$ cat config.mk
export PLATFORM = sky130hd
export DESIGN_NAME = program_loader
export DESIGN_NICKNAME = d
export VERILOG_FILES = /design/src/rtl/loader_pkg.sv /design/src/rtl/loader_sum.sv /design/src/rtl/program_loader.sv
export SDC_FILE = /design/constraint.sdc
export NUM_CORES = 1
export LEC_CHECK = 0
export CAP_MARGIN = 15
export CORE_ASPECT_RATIO = 1.1
export CORE_MARGIN = 10
export CORE_UTILIZATION = 47
export DETAILED_ROUTE_END_ITERATION = 10
export PLACE_DENSITY = 0.8
export SLEW_MARGIN = 30
export SYNTH_ARGS = -nofsm -noshare
export SYNTH_HDL_FRONTEND = slang
export SYNTH_SLANG_ARGS = --single-unit
$ cat constraint.sdc
create_clock -name clk -period 3.2 [get_ports clk]
set_input_delay 0.48 -clock clk [delete_from_list [all_inputs] [get_ports clk]]
set_output_delay 0.48 -clock clk [all_outputs]
set_load 0.01 [all_outputs]
$ cat src/rtl/loader_pkg.sv
// Shared definitions for the program loader.
//   - WORD_W_DEF / ADDR_W_DEF : default data and address widths.
//   - state_t                 : loader FSM encoding.
//     S_VERIFY is only reachable when LOADER_VERIFY_EN is defined.
package loader_pkg;

    localparam int WORD_W_DEF = 16;
    localparam int ADDR_W_DEF = 16;

    typedef enum logic [2:0] {
        S_IDLE   = 3'd0,
        S_LOAD   = 3'd1,
        S_VERIFY = 3'd2,
        S_DONE   = 3'd3,
        S_ERR    = 3'd4
    } state_t;

endpackage

$ cat src/rtl/loader_sum.sv
// Clear/add accumulator with W-bit wrapping arithmetic.
//   clk, reset : clock and asynchronous active-high reset
//   clr        : zero the sum; takes priority over add
//   add        : add din into the sum on this edge
//   din        : value to add
//   sum        : registered running sum
//   sum_nxt    : sum + din, so a caller can compare against the total that includes this cycle's value
module loader_sum #(
    parameter int W = 16
) (
    input  logic         clk,
    input  logic         reset,
    input  logic         clr,
    input  logic         add,
    input  logic [W-1:0] din,
    output logic [W-1:0] sum,
    output logic [W-1:0] sum_nxt
);

    always_comb sum_nxt = sum + din;

    always_ff @(posedge clk or posedge reset) begin
        if (reset)    sum <= '0;
        else if (clr) sum <= '0;
        else if (add) sum <= sum_nxt;
    end

endmodule

$ cat src/rtl/program_loader.sv
// Program loader: accepts program words over a valid/ready stream and
// writes them to consecutive memory addresses starting at base. It owns
// the memory bus while loading. It then hands the bus to the datapath and
// releases cpu_reset.
//
// Optional feature (macro LOADER_VERIFY_EN): after the last write, the
// loader reads back base..base+count-1 and compares the wrapping sum of the
// read-back words with the sum of the words it wrote.
//
// Ports:
//   clk, reset          clock, asynchronous active-high reset
//   start, base         begin a load at base (honoured only in IDLE)
//   maxmem              highest valid memory address
//   memout              memory read data (only used by the verify pass)
//   in_valid/in_data/in_last, in_ready   program word stream
//   mar, mdr, mrw       registered memory bus outputs
//   bus_own, cpu_reset  bus ownership and downstream reset
//   done, error         sticky status flags
//   count               words written since the last start
module program_loader
    import loader_pkg::*;
#(
    parameter int WORD_W = WORD_W_DEF,
    parameter int ADDR_W = ADDR_W_DEF
) (
    input  logic              clk,
    input  logic              reset,
    input  logic              start,
    input  logic [ADDR_W-1:0] base,
    input  logic [ADDR_W-1:0] maxmem,
    input  logic [WORD_W-1:0] memout,
    input  logic              in_valid,
    input  logic [WORD_W-1:0] in_data,
    input  logic              in_last,
    output logic              in_ready,
    output logic [ADDR_W-1:0] mar,
    output logic [WORD_W-1:0] mdr,
    output logic              mrw,
    output logic              bus_own,
    output logic              cpu_reset,
    output logic              done,
    output logic              error,
    output logic [ADDR_W-1:0] count
);

    state_t            state, state_nxt;
    logic [ADDR_W-1:0] ptr;
    logic              accept;
    logic              fits;

    assign in_ready = (state == S_LOAD);
    assign accept   = in_valid & in_ready;
    // The overflow check happens before the increment, so ptr == maxmem is still a legal write.
    assign fits     = (ptr <= maxmem);

`ifdef LOADER_VERIFY_EN
    // The verify walk has count+1 cycles.
    // vcnt == 0: the final write is still landing in memory.
    // vcnt == k: memout holds the word at base+k-1.
    logic [ADDR_W-1:0] vcnt;
    logic [ADDR_W-1:0] base_q;
    logic [WORD_W-1:0] wr_sum, wr_sum_nxt;
    logic [WORD_W-1:0] rd_sum, rd_sum_nxt;
    logic              sum_clr;

    assign sum_clr = (state == S_IDLE) && start;

    loader_sum #(.W(WORD_W)) u_wr_sum (
        .clk     (clk),
        .reset   (reset),
        .clr     (sum_clr),
        .add     (accept && fits),
        .din     (in_data),
        .sum     (wr_sum),
        .sum_nxt (wr_sum_nxt)
    );

    loader_sum #(.W(WORD_W)) u_rd_sum (
        .clk     (clk),
        .reset   (reset),
        .clr     (sum_clr),
        .add     ((state == S_VERIFY) && (vcnt != '0)),
        .din     (memout),
        .sum     (rd_sum),
        .sum_nxt (rd_sum_nxt)
    );

    logic unused_sum;
    assign unused_sum = ^{wr_sum_nxt, rd_sum};
`else
    logic unused_memout;
    assign unused_memout = ^memout;
`endif

    always_ff @(posedge clk or posedge reset) begin
        if (reset) state <= S_IDLE;
        else       state <= state_nxt;
    end

    always_comb begin
        state_nxt = state;
        case (state)
            S_IDLE: if (start) state_nxt = S_LOAD;
            S_LOAD: begin
                if (accept) begin
                    if (!fits) begin
                        state_nxt = S_ERR;
                    end else if (in_last) begin
`ifdef LOADER_VERIFY_EN
                        state_nxt = S_VERIFY;
`else
                        state_nxt = S_DONE;
`endif
                    end
                end
            end
`ifdef LOADER_VERIFY_EN
            S_VERIFY: begin
                // count >= 1 here, so the vcnt == 0 write-settle cycle never ends the walk.
                if (vcnt == count)
                    state_nxt = (rd_sum_nxt == wr_sum) ? S_DONE : S_ERR;
            end
`endif
            default: state_nxt = state;   // DONE and ERR leave only via reset
        endcase
    end

    always_ff @(posedge clk or posedge reset) begin
        if (reset) begin
            ptr       <= '0;
            count     <= '0;
            mar       <= '0;
            mdr       <= '0;
            mrw       <= 1'b0;
            bus_own   <= 1'b1;
            cpu_reset <= 1'b1;
            done      <= 1'b0;
            error     <= 1'b0;
        end else begin
            mrw <= 1'b0;
            case (state)
                S_IDLE: begin
                    if (start) begin
                        ptr   <= base;
                        count <= '0;
                    end
                end
                S_LOAD: begin
                    if (accept && fits) begin
                        mar   <= ptr;
                        mdr   <= in_data;
                        mrw   <= 1'b1;
                        ptr   <= ptr + 1'b1;
                        count <= count + 1'b1;
                    end
                end
`ifdef LOADER_VERIFY_EN
                S_VERIFY: mar <= (vcnt == '0) ? base_q : mar + 1'b1;
`endif
                default: ;
            endcase

            if (state != S_DONE && state_nxt == S_DONE) begin
                bus_own   <= 1'b0;
                cpu_reset <= 1'b0;
                done      <= 1'b1;
            end
            if (state != S_ERR && state_nxt == S_ERR)
                error <= 1'b1;
        end
    end

`ifdef LOADER_VERIFY_EN
    always_ff @(posedge clk or posedge reset) begin
        if (reset) begin
            vcnt   <= '0;
            base_q <= '0;
        end else begin
            if (state == S_IDLE && start) begin
                vcnt   <= '0;
                base_q <= base;
            end else if (state == S_VERIFY) begin
                vcnt <= vcnt + 1'b1;
            end
        end
    end
`endif

endmodule

==> flow_summary_export.csv, run 1 <==
group,metric,value,unit
global_routing,antenna_found_initial,0,
setup_path,required,3.43,ns
die,core_region_area,8320,µm²
cts,cts_resized,0,
cts,cts_buffers,9,
detailed_routing,drtAntennaViolNets,0,
detailed_routing,drc,0,
final_layout,layout.nets,588,
setup_path,startpoint,"maxmem[14]",
setup_path,rrSetupSlack,0.49,ns
logic_synthesis,synthFlopType,"dfrtp_1",
global_routing,grt-ovfl-total,0,
logic_synthesis,synth_area,3980,µm²
detailed_routing,via_count,3646,
pwr,leakagePower,2.33,nW
setup_path,slowest_stage,"clkdlybuf4s50_1",
setup_path,crit_path_start_kind,"input port",
setup_path,critPathKind,"input port to flip-flop",
cts,cts_setup_buffers,0,
sta,finalCriticalPeriod,2.83,ns
cts,hold_buffers,0,
sta,fmax,0.353,GHz
final_layout,drive_gt1_frac,0.123,
setup_path,cp_top_family,"buffers and inverters",
setup_path,crit_top_cell,"buf_4",
setup_path,path_max_fanout,9,
logic_synthesis,synth_edf_count,0,
logic_synthesis,synth_cell_type_count,67,
global_routing,grt_first_pass_wirelength,18600,µm
logic_synthesis,ys_seq_area_frac,0.447,
detailed_routing,dr.pass1.iters,5,
setup_path,r2r-start,"ptr[13]$_DFFE_PP0P_",
die,num_rows,35,
sta,setup_viol,0,
sta,slew_viol_final,0,
cts,clock_path_buffers,2,
global_routing,grt_pass1_vias,3717,
global_routing,grt_use_total,0.185,
detailed_routing,viasPerCell,5.91,
setup_path,worstReg2RegEnd,"ptr[8]$_DFFE_PP0P_",
cts,htree_levels,3,
pwr,pwr_density_cell,750,nW/µm²
sta,slew-limit-headroom,0.608,
place,place_congestion,0.824,
global_routing,grt_max_degree,57,
sta,holdWs,0.414,ns
setup_path,path_buf_inv,5,
detailed_routing,drt_first_iter_violations,242,
setup_path,critPathMaxStageDelay,0.45,ns
die,start_util,0.478,
logic_synthesis,async_reset_ff_frac,1.00,
die,fp.dieW,108,µm
cts,clkSinkCount,71,
sta,hold_violations,0,
pwr,worst_ir_drop_vdd,0.000507,V
logic_synthesis,syn-instance-count,382,
setup_path,critical_path.cell_chain,"clkdlybuf4s50_1 > inv_1 > ha_1 > a21oi_1 > nand2_1 > a221o_1 > buf_4 > o31ai_4 > nand2_4 > inv_2 > buf_4 > mux2_1",
sta,final.setup.tns,0,ns
flow_run,cap_violations,0,
setup_path,reg2reg_depth,9,
logic_synthesis,ys_seq_elements,71,
sta,skew,0.00908,ns
logic_synthesis,avgSynthCellArea,10.4,µm²
final_layout,area_delta_synth_final,38.6,%
setup_path,cp.depth,12,
setup_path,end_kind,"flip-flop",
logic_synthesis,netlist.area_leader.share,0.440,
logic_synthesis,synth_nets,469,
outcome,outcome,"completed",
worst_hold_path,hold_class,"input port to async pin",
cts,clock-root-buffer,"clkbuf_8",
setup_path,crit_end,"mdr[1]$_DFFE_PP0P_",
detailed_routing,wl,11500,µm
logic_synthesis,synth.top_cells.by_count,"70 x dfrtp_1, 25 x nand2_1, 24 x inv_1",
place,port_buffers,106,
detailed_routing,wl_per_cell,18.6,µm
cts,clock_latency,0.35,ns
die,die-height,116,µm
final_layout,antenna_cells,0,
sta,rsz0062_at_grt,"no",
logic_synthesis,synthTopCellsByArea,"dfrtp_1 44%, mux2_1 6.5%, ha_1 5.7%",
cts,cts_tree,"built",
sta,worst_pin_slew,0.584,ns
setup_path,arrival,3.06,ns
die,design.portCount,123,
die,die_area,12500,µm²
place,dpl.hpwl,8670,µm
logic_synthesis,synth_area_leader_cell,"dfrtp_1",
sta,post-route-period-util,0.885,
cts,clkTransAtPathRegs,0.08,ns
logic_synthesis,synth_most_common_cell,"dfrtp_1",
logic_synthesis,synth_warnings,0,
## power breakdown
group	leakage, nW	internal [mW]	total (mW)	switching [mW]
registers	0.876	1.22	1.52	0.303
clock network	0.130	0.561	0.907	0.346
logic	1.33	0.903	1.71	0.805
total	2.33	2.68	4.13	1.45
## kinds of logic (layout without fill, tap and decap cells)
group	after synthesis	in the layout	synth area share
muxes	31	31	0.0868
and+or+nand+nor	116	116	0.176
adders and majority gates	18	18	0.0566
DFF	71	71	0.447
buffers and inverters	47	171	0.0576
AOI/OAI and AO/OA	98	98	0.174
xor gates and xnor gates	1	1	0.00220
## state kept, by name, indices dropped and copies added (netlist names)
name	count
mar	16
state	3
mrw	1
done	1
cpu_reset	1
mdr	16
ptr	16
error	1
count	16
## cells in the final DEF (no fill, tap or decap), types with 3 or more instances in the layout
cell type and count:
clkdlybuf4s50_1 106, dfrtp_1 70, nand2_1 25, a21oi_1 23, inv_1 23, mux2_1 23
buf_4 20, ha_1 18, o21ai_0 17, nand3_1 15, o31ai_1 14, or4_1 12
nor2_1 11, clkbuf_8 11, nand4_1 9, nor3_1 9, o211ai_1 7, and3_1 6
and2_1 5, a21o_1 5, mux2_2 5, nor4_1 4, and4_1 4, a221oi_1 4
a211oi_1 3, mux2i_1 3, bufinv_16 3, buf_12 3
## worst min-delay path by stage
stage | slack (ns) | endpoint | from
after detailed placement | 0.45 | error$_DFFE_PP0P_ | error$_DFFE_PP0P_
after global routing | 0.44 | mdr[9]$_DFFE_PP0P_ | reset
after global placement | 0.44 | done$_DFFE_PP0P_ | done$_DFFE_PP0P_
after CTS | 0.41 | mdr[6]$_DFFE_PP0P_ | reset
after floorplan | 0.49 | done$_DFFE_PP0P_ | done$_DFFE_PP0P_
final | 0.41 | mar[11]$_DFFE_PP0P_ | reset
## per-layer routing
layer,wire (µm),global-route usage,vias up
met1,4310,0.200,1773
met3,1140,0.0673,27
met4,235,0.0802,0
met2,5790,0.318,169
met5,0,0,-
li1,-,-,1677
## cell type report
class	count	area, µm²
clock inverters	5	104
well taps	111	139
clock buffers	11	151
fillers	655	2810
flip-flops and latches	71	1780
multi-input cells	264	1970
repair buffers	129	1270
inverters	26	98.8
## per-stage QoR
| stage | total power, mW | utilization | cell area (µm²) | setup slack (ns) | std cells |
|---|---|---|---|---|---|
| 6_report | 4.13 | 0.663 | 5510 | 0.368 | 617 |
| 5_1_grt | 4.40 | 0.663 | 5510 | 0.269 | 617 |
| 4_1_cts | 4.17 | 0.663 | 5510 | 0.373 | 617 |
| 3_5_place_dp | 3.25 | 0.632 | 5260 | 0.00346 | 601 |
| 3_3_place_gp | 3.17 | 0.632 | 5260 | 0.0628 | 601 |
| 2_1_floorplan | 2.39 | - | 3980 | 0.615 | 382 |
## worst register-to-register path: stages, from the launching register on
cell       delay (ns)
dfrtp_1          0.48
ha_1             0.36
nand4_1          0.22
nor4_4           0.33
buf_4            0.16
nand4_4          0.14
o31a_4           0.24
buf_4            0.19
a221oi_1         0.33
a2bb2oi_1        0.19
Power figures use the tool's default switching activity.
==> run 2: changes to the inputs <==
Settings changed: ABC_CLOCK_PERIOD_IN_PS set to 3200.
==> results of run 2 <==
The final DEF is identical to that of run 1; final timing and power are the same.
